**src/rtl/hazard_pkg.sv**
```systemverilog
// Shared types and constants for the ID-stage hazard/halt controller.
package hazard_pkg;

  typedef enum logic [1:0] {
    RUN  = 2'd0,
    HAZ  = 2'd1,
    HALT = 2'd2
  } state_t;

  localparam logic [1:0] STALL_LOAD_BRANCH = 2'd2;
  localparam logic [1:0] STALL_DEFAULT     = 2'd1;
  localparam logic [4:0] REG_ZERO          = 5'd0;

endpackage

```
**src/rtl/hazard_detect_id.sv**
```systemverilog
// Combinational hazard detection for the ID stage: load-use and
// branch-operand hazards that EX/MEM forwarding cannot cover.
module hazard_detect_id
  import hazard_pkg::*;
#(
  parameter int REG_W = 5
) (
  input  logic [REG_W-1:0] if_id_rs,
  input  logic [REG_W-1:0] if_id_rt,
  input  logic             id_uses_rs,
  input  logic             id_uses_rt,
  input  logic             id_is_branch,
  input  logic [REG_W-1:0] id_ex_rd,
  input  logic             id_ex_reg_write,
  input  logic             id_ex_mem_read,
  input  logic [REG_W-1:0] ex_m_rd,
  input  logic             ex_m_mem_read,
  output logic             hazard,
  output logic [1:0]       stall_len
);

  localparam logic [REG_W-1:0] RD_ZERO = REG_W'(REG_ZERO);

  logic [REG_W-1:0] src [2];
  logic [1:0]       src_used;
  logic [1:0]       ex_match;
  logic [1:0]       mem_match;
  logic             h_lu;
  logic             h_bex;
  logic             h_bmem;

  assign src[0]   = if_id_rs;
  assign src[1]   = if_id_rt;
  assign src_used = {id_uses_rt, id_uses_rs};

  // Index 0 is hard-wired zero, so a write to it never creates a dependency.
  generate
    for (genvar gi = 0; gi < 2; gi++) begin : g_src
      assign ex_match[gi]  = src_used[gi] && (id_ex_rd != RD_ZERO) && (src[gi] == id_ex_rd);
      assign mem_match[gi] = src_used[gi] && (ex_m_rd != RD_ZERO) && (src[gi] == ex_m_rd);
    end
  endgenerate

  assign h_lu   = id_ex_mem_read && (|ex_match);
  assign h_bex  = id_is_branch && id_ex_reg_write && !id_ex_mem_read && (|ex_match);
  assign h_bmem = id_is_branch && ex_m_mem_read && (|mem_match);

  assign hazard    = h_lu || h_bex || h_bmem;
  assign stall_len = (h_lu && id_is_branch) ? STALL_LOAD_BRANCH : STALL_DEFAULT;

endmodule

```
**src/rtl/hazard_control_id.sv**
```systemverilog
// ID-stage stall/halt controller: RUN/HAZ/HALT FSM, halt handshake and
// optional stall/halt cycle counters (enabled by HAZARD_PERF_CNT_EN).
module hazard_control_id
  import hazard_pkg::*;
#(
  parameter int REG_W = 5,
  parameter int CNT_W = 32
) (
  input  logic             clk,
  input  logic             reset,
  input  logic [REG_W-1:0] if_id_rs,
  input  logic [REG_W-1:0] if_id_rt,
  input  logic             id_uses_rs,
  input  logic             id_uses_rt,
  input  logic             id_is_branch,
  input  logic [REG_W-1:0] id_ex_rd,
  input  logic             id_ex_reg_write,
  input  logic             id_ex_mem_read,
  input  logic [REG_W-1:0] ex_m_rd,
  input  logic             ex_m_mem_read,
  input  logic             halt_req,
  output logic             pc_write,
  output logic             if_id_write,
  output logic             id_ex_flush,
  output logic             halt_ack,
  output logic [CNT_W-1:0] stall_cycles,
  output logic [CNT_W-1:0] halt_cycles
);

  state_t     state_reg, state_next;
  logic [1:0] cnt_reg, cnt_next;
  logic       halt_ack_reg;
  logic       hazard;
  logic [1:0] stall_len;
  logic       stall;

  hazard_detect_id #(.REG_W(REG_W)) u_detect (
    .if_id_rs        (if_id_rs),
    .if_id_rt        (if_id_rt),
    .id_uses_rs      (id_uses_rs),
    .id_uses_rt      (id_uses_rt),
    .id_is_branch    (id_is_branch),
    .id_ex_rd        (id_ex_rd),
    .id_ex_reg_write (id_ex_reg_write),
    .id_ex_mem_read  (id_ex_mem_read),
    .ex_m_rd         (ex_m_rd),
    .ex_m_mem_read   (ex_m_mem_read),
    .hazard          (hazard),
    .stall_len       (stall_len)
  );

  always_ff @(posedge clk) begin
    if (reset) begin
      state_reg    <= RUN;
      cnt_reg      <= 2'd0;
      halt_ack_reg <= 1'b0;
    end else begin
      state_reg    <= state_next;
      cnt_reg      <= cnt_next;
      halt_ack_reg <= (state_next == HALT);
    end
  end

  // Hazards win over halt; HAZ counts down the remaining forced stall cycles.
  always_comb begin
    state_next = state_reg;
    cnt_next   = cnt_reg;
    case (state_reg)
      RUN: begin
        if (hazard) begin
          if (stall_len == STALL_LOAD_BRANCH) begin
            state_next = HAZ;
            cnt_next   = stall_len - STALL_DEFAULT;
          end
        end else if (halt_req) begin
          state_next = HALT;
        end
      end
      HAZ: begin
        if (cnt_reg <= STALL_DEFAULT) begin
          state_next = RUN;
          cnt_next   = 2'd0;
        end else begin
          cnt_next = cnt_reg - STALL_DEFAULT;
        end
      end
      HALT: begin
        if (!halt_req) state_next = RUN;
      end
      default: begin
        state_next = RUN;
        cnt_next   = 2'd0;
      end
    endcase
  end

  always_comb begin
    stall = 1'b1;
    if (state_reg == RUN) stall = hazard || halt_req;
    if (reset) stall = 1'b1;
    pc_write    = !stall;
    if_id_write = !stall;
    id_ex_flush = stall;
  end

  assign halt_ack = halt_ack_reg;

`ifdef HAZARD_PERF_CNT_EN
  logic [CNT_W-1:0] stall_cnt_reg;
  logic [CNT_W-1:0] halt_cnt_reg;
  logic             stall_inc;
  logic             halt_inc;

  assign stall_inc = (state_reg == HAZ) || ((state_reg == RUN) && hazard);
  assign halt_inc  = (state_reg == HALT);

  // Saturating counters: hold at all-ones rather than wrap.
  always_ff @(posedge clk) begin
    if (reset) begin
      stall_cnt_reg <= '0;
      halt_cnt_reg  <= '0;
    end else begin
      if (stall_inc && (stall_cnt_reg != '1)) stall_cnt_reg <= stall_cnt_reg + 1'b1;
      if (halt_inc && (halt_cnt_reg != '1)) halt_cnt_reg <= halt_cnt_reg + 1'b1;
    end
  end

  assign stall_cycles = stall_cnt_reg;
  assign halt_cycles  = halt_cnt_reg;
`else
  assign stall_cycles = '0;
  assign halt_cycles  = '0;
`endif

endmodule
```
**config.mk**
```make
export PLATFORM = sky130hd
export DESIGN_NAME = hazard_control_id
export DESIGN_NICKNAME = d
export VERILOG_FILES = /design/src/rtl/hazard_pkg.sv /design/src/rtl/hazard_detect_id.sv /design/src/rtl/hazard_control_id.sv
export SDC_FILE = /design/constraint.sdc
export NUM_CORES = 1
export LEC_CHECK = 0
export BUFFER_PORTS_ARGS = -buffer_cell sky130_fd_sc_hd__buf_2
export CORE_MARGIN = 2
export CORE_UTILIZATION = 30
export CTS_CLUSTER_SIZE = 14
export DETAILED_ROUTE_END_ITERATION = 10
export GPL_ROUTABILITY_DRIVEN = 0
export PLACE_DENSITY_LB_ADDON = 0.1
export SYNTH_ARGS = -nofsm -noshare
export SYNTH_HDL_FRONTEND = slang
export SYNTH_SLANG_ARGS = --single-unit
```
**constraint.sdc**
```tcl
create_clock -name clk -period 1.95 [get_ports clk]
set_input_delay 0.39 -clock clk [delete_from_list [all_inputs] [get_ports clk]]
set_output_delay 0.39 -clock clk [all_outputs]
set_load 0.005 [all_outputs]
```
==> out/metrics.cfg <==
[critical_path]
end_kind = output port
regToRegStartpoint = state_reg[1]
crit_arrival_ns = 1.81
criticalPathCategory = in2out
r2r-end = cnt_reg[1]
required_ns = 1.56
worstPathMaxFanout = 3
reg2reg_slack_ns = 1.00
cp-start-kind = input pin
r2r.worst_path.cells = 3

[synth]
async_flop_share_pct = 0
synthSimpleGateAreaFrac_pct = 12.8
synth_top_area_share_pct = 49.0
synth-adder-area-share_pct = 0
yosysTopAreaCell = buf_4
synth.distinct_cells = 26
synth_xor_area_share_pct = 17.6
synth_top_cells_by_area = buf_4 49%, xnor2_1 11%, dfxtp_1 10%
synth.avg_cell_area_sq_um = 7.84
yosys_warnings = 0
synth_ff_type = dfxtp_1
synth_mux_area_share_pct = 0
syn_area_sq_um = 996
synth_edf_count = 0
synth_top_family_by_area = buffers and inverters
synth_compound_area_share_pct = 9.80
syn_inst = 127
ys_seq_area_share_pct = 10.1
synth_seq_cells = 5

[final_layout]
finalNonFillerCells = 217
stdcell_area_sq_mm = 0.00109
fin_nets = 203
drive_gt1_share_pct = 28.9
areaGrowthSynthToFinish_pct = 9.92
antenna_cells = 0

[timing]
setup_viol = 3
timing.hold.ws_ns = 0.341
fin_crit_sh_pct = 113
slew_viol_final = 0
fin_worst_skew_ns = 0.00493
grt_setup_unrepaired = yes
hold_viol_final = 0
setup_ws_ns = -0.246
period_minus_slack_ns = 2.20
fmax_mhz = 455

[clock_tree]
cts_buffer_depth = 2
cts_tree = built
clock-root-buffer = clkbuf_4
cts_max_level = 1
clkTransAtPathRegs_ns = 0.04
cts_buffers = 3
clk_latency_ns = 0.25
clkSinkCount = 5
cts_hold_buf = 0

[worst_hold_path]
hold_end = cnt_reg[0]
min_from = reset
holdPathStages = 2
min-delay-path-class = in2reg

[pwr]
p_leak_nw = 0.585
ir_worst_vdd_v = 0.000116
p_per_area_mw_per_mm2 = 363

[routing]
wl_per_cell_microns = 8.69
vias_per_cell = 3.58
dr_wl_met2_microns = 957
vias = 776
first_pass_iters = 4
ant_nets = 0
drt-met1-wl_microns = 727
wl_mm = 1.89
wl_met3_microns = 172
routed.top_layer = met4
drt-initial-drc-count = 28
drc = 0

[placement]
placed_area_sq_mm = 0.00106
dp.cells = 213
io_buffers = 32
dpl.hpwl_mm = 1.78

[floorplanning]
dieArea_sq_mm = 0.00380
initial_core_util_pct = 32.1
die_w_microns = 61.6
rows = 20
die_y_microns = 61.6
top_level_ports = 97
core_area_sq_mm = 0.00310

[status]
status = finished with violations
failed_checks = negative setup slack

[global_routing]
grt_start_max_net_pins = 7
grt_pass1_wl_mm = 2.67
grt_usage_pct = 9.65
antenna_found_initial = 0
gr-total-overflow = 0
grt_pass1_vias = 640

[run]
drv_cap = 0

-- kinds of logic (layout without fill, tap and decap cells) --
kind of cell	count (synthesis)	count (layout)
flops	5	5
compound gates	12	12
xor+xnor	20	20
other cells	1	64
simple gates	23	23
buf+inv	66	49
-- placed cells by master (no fill, tap or decap) --
| cell | n |
|---|---|
| or3_1 | 1 |
| xor2_1 | 8 |
| buf_2 | 30 |
| nor4_1 | 2 |
| o22ai_2 | 1 |
| clkbuf_4 | 3 |
| buf_6 | 2 |
| o311a_1 | 1 |
| nand2b_1 | 1 |
| o211ai_1 | 2 |
| inv_1 | 1 |
| buf_4 | 12 |
| nor3_1 | 1 |
| a31oi_1 | 1 |
| a221oi_2 | 1 |
| a221o_1 | 1 |
| conb_1 | 64 |
| xnor2_1 | 12 |
| a21o_1 | 1 |
| nor2b_1 | 3 |
| nand3_1 | 3 |
| or4_4 | 1 |
| nand2_1 | 6 |
| o21ai_0 | 1 |
| a21oi_1 | 1 |
| and4b_1 | 1 |
| nand4_1 | 2 |
| nor2_1 | 2 |
| a221oi_1 | 2 |
| clkbuf_1 | 1 |
| dfxtp_1 | 5 |
-- power breakdown --
group | internal (W) | switching [W] | total (W)
Sequential | 0.000105 | 0.00000244 | 0.000108
Clock | 0.0000777 | 0.0000483 | 0.000126
Combinational | 0.0000758 | 0.0000879 | 0.000164
Total | 0.000259 | 0.000139 | 0.000397
-- metrics by stage --
step / util (%) / setup WS, ns / setup TNS [ns] / power [W]
after floorplan: - / -0.119 / -0.149 / 0.000288
after global placement: 34.0 / -0.281 / -0.731 / 0.000269
after detailed placement: 34.0 / -0.316 / -0.831 / 0.000270
after CTS: 35.1 / -0.294 / -0.835 / 0.000398
after global routing: 35.3 / -0.307 / -0.891 / 0.000433
final: 35.3 / -0.246 / -0.729 / 0.000397
-- worst max-delay path: stages --
cell	delay, ns
buf_6	0.09
or4_4	0.53
o211ai_1	0.22
o22ai_2	0.12
a221o_1	0.33
buf_2	0.13
-- what timing repair did --
action,in CTS,in global routing
endpoints found under the hold margin,0,0
setup buffers,0,0
pin swaps,4,3
endpoints found under the setup margin,3,3
cloned,0,0
resized for setup,1,1
-- synthesized netlist by cell type (2+ instances only) --
| library cell | instances |
|---|---|
| dfxtp_1 | 5 |
| o211ai_1 | 2 |
| nand4_1 | 2 |
| xor2_1 | 8 |
| buf_4 | 65 |
| nor2_1 | 2 |
| a221oi_1 | 3 |
| nor2b_1 | 3 |
| xnor2_1 | 12 |
| nor4_1 | 2 |
| nand3_1 | 3 |
| nand2_1 | 6 |
-- worst max-delay path by stage --
stage,start,endpoint,slack [ns],cells past startpoint
after floorplan,id_ex_rd[0],pc_write,-0.12,5
after global placement,id_ex_rd[3],id_ex_flush,-0.28,6
after detailed placement,id_ex_rd[3],id_ex_flush,-0.32,6
after CTS,id_ex_rd[0],id_ex_flush,-0.29,6
after global routing,id_ex_rd[0],if_id_write,-0.31,6
final,id_ex_rd[0],id_ex_flush,-0.25,6
-- metal layers --
layer / vias up / GRT usage, %
met1: 337 / 12.0
met5: - / 0
met4: 0 / 4.56
met3: 4 / 1.47
met2: 50 / 16.2
li1: 385 / -
-- area by class of cell --
| cell class | instances | area, sq um |
|---|---|---|
| Clock buffer | 4 | 26.3 |
| Inverter | 1 | 3.75 |
| Tap cell | 44 | 55.1 |
| Timing Repair Buffer | 44 | 263 |
| Sequential cell | 5 | 100 |
| Fill cell | 351 | 2010 |
| Multi-Input combinational cell | 119 | 647 |
No activity file was read; power rests on OpenSTA's default activity.
